`config.mk`:
```
export PLATFORM = sky130hd
export DESIGN_NAME = au4_acc_ctrl
export DESIGN_NICKNAME = d
export VERILOG_FILES = /design/src/rtl/au4_acc_ctrl.sv
export SDC_FILE = /design/constraint.sdc
export NUM_CORES = 1
export LEC_CHECK = 0
export ABC_CLOCK_PERIOD_IN_PS = 2600
export CAP_MARGIN = 20
export CORE_ASPECT_RATIO = 0.5
export CORE_UTILIZATION = 50
export DETAILED_ROUTE_END_ITERATION = 8
export HOLD_SLACK_MARGIN = 0.03
export PLACE_DENSITY = 0.8
export SLEW_MARGIN = 20
export SYNTH_ARGS = -nofsm -noshare
export SYNTH_HDL_FRONTEND = slang
export SYNTH_SLANG_ARGS = --single-unit
export TNS_END_PERCENT = 100
```
`constraint.sdc`:
```
create_clock -name clk -period 2.6 [get_ports clk]
set_clock_uncertainty 0.2 [all_clocks]
set_input_delay 0.52 -clock clk [delete_from_list [all_inputs] [get_ports clk]]
set_output_delay 0.52 -clock clk [all_outputs]
set_load 0.005 [all_outputs]
```
`src/rtl/au4_acc_ctrl.sv`:
```
// Command-driven accumulator controller for the 4-bit arithmetic unit.
// The AU is external: this block drives its operands/selects and registers its result.
module au4_acc_ctrl #(
  parameter int WIDTH = 4
) (
  input  logic             clk,
  input  logic             rst,
  input  logic             cmd_valid,
  output logic             cmd_ready,
  input  logic [2:0]       cmd_op,
  input  logic [WIDTH-1:0] cmd_data,
  output logic             rsp_valid,
  input  logic             rsp_ready,
  output logic [WIDTH-1:0] acc,
  output logic             flag_c,
  output logic             flag_z,
  output logic             flag_n,
  output logic             flag_v,
  output logic             au_s1,
  output logic             au_s0,
  output logic             au_cin,
  output logic [WIDTH-1:0] au_a,
  output logic [WIDTH-1:0] au_b,
  input  logic [WIDTH-1:0] au_g,
  input  logic             au_cout
);

  typedef enum logic [2:0] {IDLE, EXEC, MUL_INIT, MUL_RUN, RESP} state_t;

  localparam logic [2:0] OP_LOAD = 3'd0;
  localparam logic [2:0] OP_ADD  = 3'd1;
  localparam logic [2:0] OP_ADC  = 3'd2;
  localparam logic [2:0] OP_SUB  = 3'd3;
  localparam logic [2:0] OP_SBB  = 3'd4;
  localparam logic [2:0] OP_INC  = 3'd5;
  localparam logic [2:0] OP_DEC  = 3'd6;
  localparam logic [2:0] OP_MUL  = 3'd7;

  state_t           state_q, state_d;
  logic [WIDTH-1:0] acc_q, acc_d;
  logic             flag_c_q, flag_c_d, flag_z_q, flag_z_d;
  logic             flag_n_q, flag_n_d, flag_v_q, flag_v_d;
  logic             rsp_valid_q, rsp_valid_d;
  logic             cmd_ready_q, cmd_ready_d;
  logic [2:0]       op_q, op_d;
  logic [WIDTH-1:0] data_q, data_d;
  logic [WIDTH-1:0] count_q, count_d;
  logic [WIDTH-1:0] prod_q, prod_d;
  logic [WIDTH-1:0] mcand_q, mcand_d;
  logic             ovf_q, ovf_d;

  logic [WIDTH-1:0] au_y;
  logic             au_v;

  // AU drive; the idle pattern (S=00, cin=0, A=acc, B=0) applies outside EXEC and active MUL_RUN.
  always_comb begin
    au_s1  = 1'b0;
    au_s0  = 1'b0;
    au_cin = 1'b0;
    au_a   = acc_q;
    au_b   = '0;
    case (state_q)
      EXEC: begin
        au_b = data_q;
        case (op_q)
          OP_ADD: au_s0 = 1'b1;
          OP_ADC: begin au_s0 = 1'b1; au_cin = flag_c_q; end
          OP_SUB: begin au_s1 = 1'b1; au_cin = 1'b1; end
          OP_SBB: begin au_s1 = 1'b1; au_cin = flag_c_q; end
          OP_INC: au_cin = 1'b1;
          OP_DEC: begin au_s1 = 1'b1; au_s0 = 1'b1; end
          default: ;
        endcase
      end
      MUL_RUN: begin
        if (count_q != '0) begin
          au_a  = prod_q;
          au_b  = mcand_q;
          au_s0 = 1'b1;
        end
      end
      default: ;
    endcase
  end

  // Second AU operand as the adder actually sees it, needed for signed overflow.
  always_comb begin
    case ({au_s1, au_s0})
      2'b00:   au_y = '0;
      2'b01:   au_y = au_b;
      2'b10:   au_y = ~au_b;
      default: au_y = '1;
    endcase
    au_v = (au_a[WIDTH-1] == au_y[WIDTH-1]) && (au_g[WIDTH-1] != au_a[WIDTH-1]);
  end

  always_comb begin
    state_d  = state_q;
    acc_d    = acc_q;
    flag_c_d = flag_c_q;
    flag_z_d = flag_z_q;
    flag_n_d = flag_n_q;
    flag_v_d = flag_v_q;
    op_d     = op_q;
    data_d   = data_q;
    count_d  = count_q;
    prod_d   = prod_q;
    mcand_d  = mcand_q;
    ovf_d    = ovf_q;
    case (state_q)
      IDLE: begin
        if (cmd_valid) begin
          op_d    = cmd_op;
          data_d  = cmd_data;
          state_d = (cmd_op == OP_MUL) ? MUL_INIT : EXEC;
        end
      end
      EXEC: begin
        if (op_q == OP_LOAD) begin
          acc_d    = data_q;
          flag_c_d = 1'b0;
          flag_v_d = 1'b0;
        end else begin
          acc_d    = au_g;
          flag_c_d = au_cout;
          flag_v_d = au_v;
        end
        flag_z_d = (acc_d == '0);
        flag_n_d = acc_d[WIDTH-1];
        state_d  = RESP;
      end
      MUL_INIT: begin
        prod_d  = '0;
        count_d = data_q;
        mcand_d = acc_q;
        ovf_d   = 1'b0;
        state_d = MUL_RUN;
      end
      MUL_RUN: begin
        if (count_q != '0) begin
          prod_d  = au_g;
          ovf_d   = ovf_q | au_cout;
          count_d = count_q - WIDTH'(1);
        end else begin
          acc_d    = prod_q;
          flag_c_d = ovf_q;
          flag_v_d = 1'b0;
          flag_z_d = (prod_q == '0);
          flag_n_d = prod_q[WIDTH-1];
          state_d  = RESP;
        end
      end
      RESP: begin
        if (rsp_ready) state_d = IDLE;
      end
      default: state_d = IDLE;
    endcase
    cmd_ready_d = (state_d == IDLE);
    rsp_valid_d = (state_d == RESP);
  end

  always_ff @(posedge clk or posedge rst) begin
    if (rst) begin
      state_q     <= IDLE;
      acc_q       <= '0;
      flag_c_q    <= 1'b0;
      flag_z_q    <= 1'b0;
      flag_n_q    <= 1'b0;
      flag_v_q    <= 1'b0;
      rsp_valid_q <= 1'b0;
      cmd_ready_q <= 1'b1;
      op_q        <= '0;
      data_q      <= '0;
      count_q     <= '0;
      prod_q      <= '0;
      mcand_q     <= '0;
      ovf_q       <= 1'b0;
    end else begin
      state_q     <= state_d;
      acc_q       <= acc_d;
      flag_c_q    <= flag_c_d;
      flag_z_q    <= flag_z_d;
      flag_n_q    <= flag_n_d;
      flag_v_q    <= flag_v_d;
      rsp_valid_q <= rsp_valid_d;
      cmd_ready_q <= cmd_ready_d;
      op_q        <= op_d;
      data_q      <= data_d;
      count_q     <= count_d;
      prod_q      <= prod_d;
      mcand_q     <= mcand_d;
      ovf_q       <= ovf_d;
    end
  end

  assign cmd_ready = cmd_ready_q;
  assign rsp_valid = rsp_valid_q;
  assign acc       = acc_q;
  assign flag_c    = flag_c_q;
  assign flag_z    = flag_z_q;
  assign flag_n    = flag_n_q;
  assign flag_v    = flag_v_q;

endmodule
```
==> summary.md <==
* **internal power component** 1.671 mW
* **result of the run** complete, but fails checks
* **highest achievable clock rate** 372.5 MHz
* **Sw Ratio** 38.08%
* **number of top-level pins** 37
* **clock buffer count from CTS** 5
* **switching power** 1.028 mW
* **height of the die** 42.86 um
* **Via Count** 1629
* **Worst slew margin** 64.68%
* **capturing point of the worst reg2reg path** flag_v$_DFFE_PP0P_
* **clock insertion delay at the later pin of the skew report** 290 ps
* **number of cells in the finished layout apart from fillers** 276
* **worst setup path end** au_a[3]
* **highest-delay cell along the critical path** or3b_4
* **area share of fa/ha/maj cells after synthesis** 0.7496%
* **Max IR drop VDD** 0.0006252 V
* **family with the most delay on the worst path** simple AND/OR/NAND/NOR gates
* **CTS Sinks** 32
* **cell-by-cell trace of the critical path** inv_1 -> ha_2 -> or3b_4 -> and2_4 -> buf_6 -> mux2i_4 -> inv_2 -> clkbuf_2
* **number of synthesis warnings** 0
* **Tightest Hold Check Type** register to register
* **synthesized netlist cell count** 166
* **Cell Count Post-Placement** 250
* **Root Driver** clkbuf_8
* **DR DRC count** 0
* **number of setup violations in the final report** 5
* **fraction of power consumed by combinational cells** 50.0%
* **most frequent cells in the layout** dfrtp_1, buf_4, nand2_1, clkdlybuf4s50_1, mux2_2
* **kind of critical path** register to output pin
* **synthesized-area fraction occupied by ao, oa, aoi and oai cells** 16.57%
* **Die ar.** 3587 um^2
* **Power Dens Cells** 1115 nW/um^2
* **commonest non-fill, non-tap cell in the layout** dfrtp_1
* **total of flip-flops plus latches after synthesis** 32
* **WP buf/inv** 4
* **CP Launch Type** register
* **DP Wirelength** 2.801 mm
* **antenna cell count** 0
* **Data required, critical path** 1880 ps
* **portion of the clock cycle consumed by the worst path in the final layout** 103.3%
* **count of final hold-check violations** 0
* **area added between synthesis and finish** 45.05%
* **first-iteration detailed-routing DRC count** 154
* **met2 GRT Util** 44.72%
* **crit path max fanout** 4
* **most utilized layer in the global route result** met2
* **DRT antenna net count** 0
* **Pins Over Slew Limit** 0
* **multiplexer share of the synthesized area** 13.04%
* **Yosys top cell area share** 46.48%
* **area of the multi-input gates** 869.6 um^2
* **average detailed-routed wire length per instance** 18.37 um
* **share of cells above drive strength 1** 34.75%
* **CP Capture Type** output pin
* **antenna violations before repair** 0
* **met3 GRT Util** 7.004%
* **clock buffer depth** 2
* **drt total wl** 5.071 mm
* **H-Tree Level Count** 2
* **Yosys top cell by area** dfrtp_1
* **crit path DAT** 1960 ps
* **largest net degree at the start of global routing** 33
* **I/O Buffers** 36
* **Slowest Stage Delay on Critical Path** 390 ps
* **final estimated routing congestion in global placement** 0.8500
* **logic depth of the worst register-to-register path** 13
* **largest family of logic cells by synthesized area** simple AND/OR/NAND/NOR gates
* **grt total ovfl** 0
* **critical path depth in cells** 8
* **Syn Std Cell Area** 1669 um^2
* **dominant cells by area after synthesis** dfrtp_1, mux2_2, nand2_1, a21oi_1, o21ai_0
* **worst hold slack** 309.9 ps
* **Synth Area per Inst** 10.05 um^2
* **GR Util met1** 36.16%
* **post-synthesis xor/xnor area fraction** 0.5247%
* **register share of total power** 35.1%
* **Core Footprint** 3083 um^2
* **vias per inst** 5.902
* **least setup slack across all paths after layout** -84.58 ps
* **vias in the first global route** 1482
* **Overall Global Routing Usage** 27.84%
* **failing checks** negative setup slack
* **distinct cell type count after synthesis** 46
* **setup repair after global routing missed its margin** true
* **net count of the finished layout** 252
* **register area share after synthesis** 48.05%
* **fraction of the mapped netlist area in simple logic gates** 16.87%
* **core occupancy in the finished layout** 78.53%
* **max-cap violation count** 0
* **Filler Cells Inserted** 202
* **first-pass GRT wire length** 7.383 mm
* **clock period minus worst slack** 2685 ps
* **placement row count** 14
* **TritonCTS clock tree** yes
* **part of the power in the clock network** 14.9%
* **initial core utilization** 54.14%
* **Sequential cell area** 803.3 um^2
* **floorplan die width** 83.71 um
* **detailed-router iteration count before antenna repair** 6
* **worst slew pin tran** 528.5 ps
* **Register-to-Register Setup Slack** -60 ps
* **Leakage Power** 1.109 nW
* **worst reg2reg path startpoint** count_q[1]$_DFFE_PP0P_
* **launching instance or port of the critical path** count_q[1]$_DFFE_PP0P_
* **number of nets produced by synthesis** 183
* **Clk pin slew, worst setup/hold paths** 70 ps
==> cells by family (layout without fill, tap and decap cells) <==
family | Yosys count | count (layout)
buffers and inverters | 14 | 83
xor gates and xnor gates | 1 | 1
muxes | 19 | 19
adders and majority gates | 1 | 1
AOI/OAI and AO/OA | 43 | 43
DFF | 32 | 32
and+or+nand+nor | 56 | 57
==> Yosys cell counts, drive strengths merged <==
cell    number
a22o         2
nor3         3
nand2       27
nand3b       1
o22ai        2
and2         1
o221ai       1
nor3b        1
o21a         1
dfrtp       31
a32oi        1
nand2b       2
a2111o       1
or3          1
xnor2        1
nor4b        1
o311ai       1
mux2i        3
ha           1
mux2        16
nor2b        2
a21oi       14
inv          5
a21o         1
nand3        3
o31ai        2
o21ai       11
clkbuf       2
a31oi        2
and3b        1
nand4        2
or3b         2
or2b         1
dfstp        1
nor4         1
o22a         2
buf          7
nor2         7
a211oi       2
==> sequential cells by signal, indices dropped and copies added (netlist names), 3 cells and up <==
register / flops
state_q: 3
data_q: 4
count_q: 4
mcand_q: 4
op_q: 3
acc: 4
prod_q: 4
==> power groups by stage <==
stage | Clock, mW | Sequential, mW | Combinational (mW)
global placement | 0 | 0.918 | 1.12
global route | 0.421 | 0.973 | 1.45
CTS | 0.399 | 0.926 | 1.22
floorplan | 0 | 0.888 | 0.669
finish | 0.403 | 0.948 | 1.35
detailed placement | 0 | 0.929 | 1.15
==> cell type report <==
cell class / instances / share of cell area, %
inverters: 5 / 0.7752
well taps: 40 / 2.067
flip-flops and latches: 32 / 33.18
repair buffers: 70 / 24.34
multi-input cells: 121 / 35.92
clock buffers: 8 / 3.721
==> through the flow <==
step / TNS [ps] / setup WS, ps / instance area (um^2) / power [mW]
2_1_floorplan: 0 / 291.1 / 1669 / 1.556
3_3_place_gp: -3.209 / -3.209 / 2162 / 2.041
3_5_place_dp: -20.61 / -20.61 / 2162 / 2.076
4_1_cts: -378.2 / -125.7 / 2370 / 2.542
5_1_grt: -663.4 / -128.8 / 2421 / 2.841
6_report: -332.3 / -84.58 / 2421 / 2.700
==> worst reg2reg max path: stages (launching register included) <==
cell and delay [ps]:
dfrtp_1 380, inv_1 60, ha_2 160, or3b_4 390, and2_4 170, buf_6 120, mux2i_4 210, inv_2 60
buf_4 130, buf_4 120, buf_4 120, buf_4 120, buf_6 110, o311ai_4 200
==> timing repair <==
action	4_1_cts	5_1_grt
buffers inserted	12	5
cloned	1	0
pin swaps	1	2
hold buffers	0	0
gates resized for setup	41	12
setup endpoints to repair	10	12
==> metal layers <==
metal  share of wire [%]  routed length [um]  up-vias
li1                    -                   -      737
met1                  42                2108      775
met2                  47                2361       95
met3                 8.1                 410       22
met4                 3.8                 191        0
met5                   0                   0        -
==> worst min-delay path by stage <==
stage / from / end / cells past startpoint
floorplan: ovf_q$_DFFE_PP0P_ / ovf_q$_DFFE_PP0P_ / 2
global placement: flag_v$_DFFE_PP0P_ / flag_v$_DFFE_PP0P_ / 2
detailed placement: flag_v$_DFFE_PP0P_ / flag_v$_DFFE_PP0P_ / 2
CTS: ovf_q$_DFFE_PP0P_ / ovf_q$_DFFE_PP0P_ / 2
global route: mcand_q[0]$_DFFE_PP0P_ / mcand_q[0]$_DFFE_PP0P_ / 1
finish: mcand_q[0]$_DFFE_PP0P_ / mcand_q[0]$_DFFE_PP0P_ / 1
Note: power is estimated with default switching activity, not from simulation.
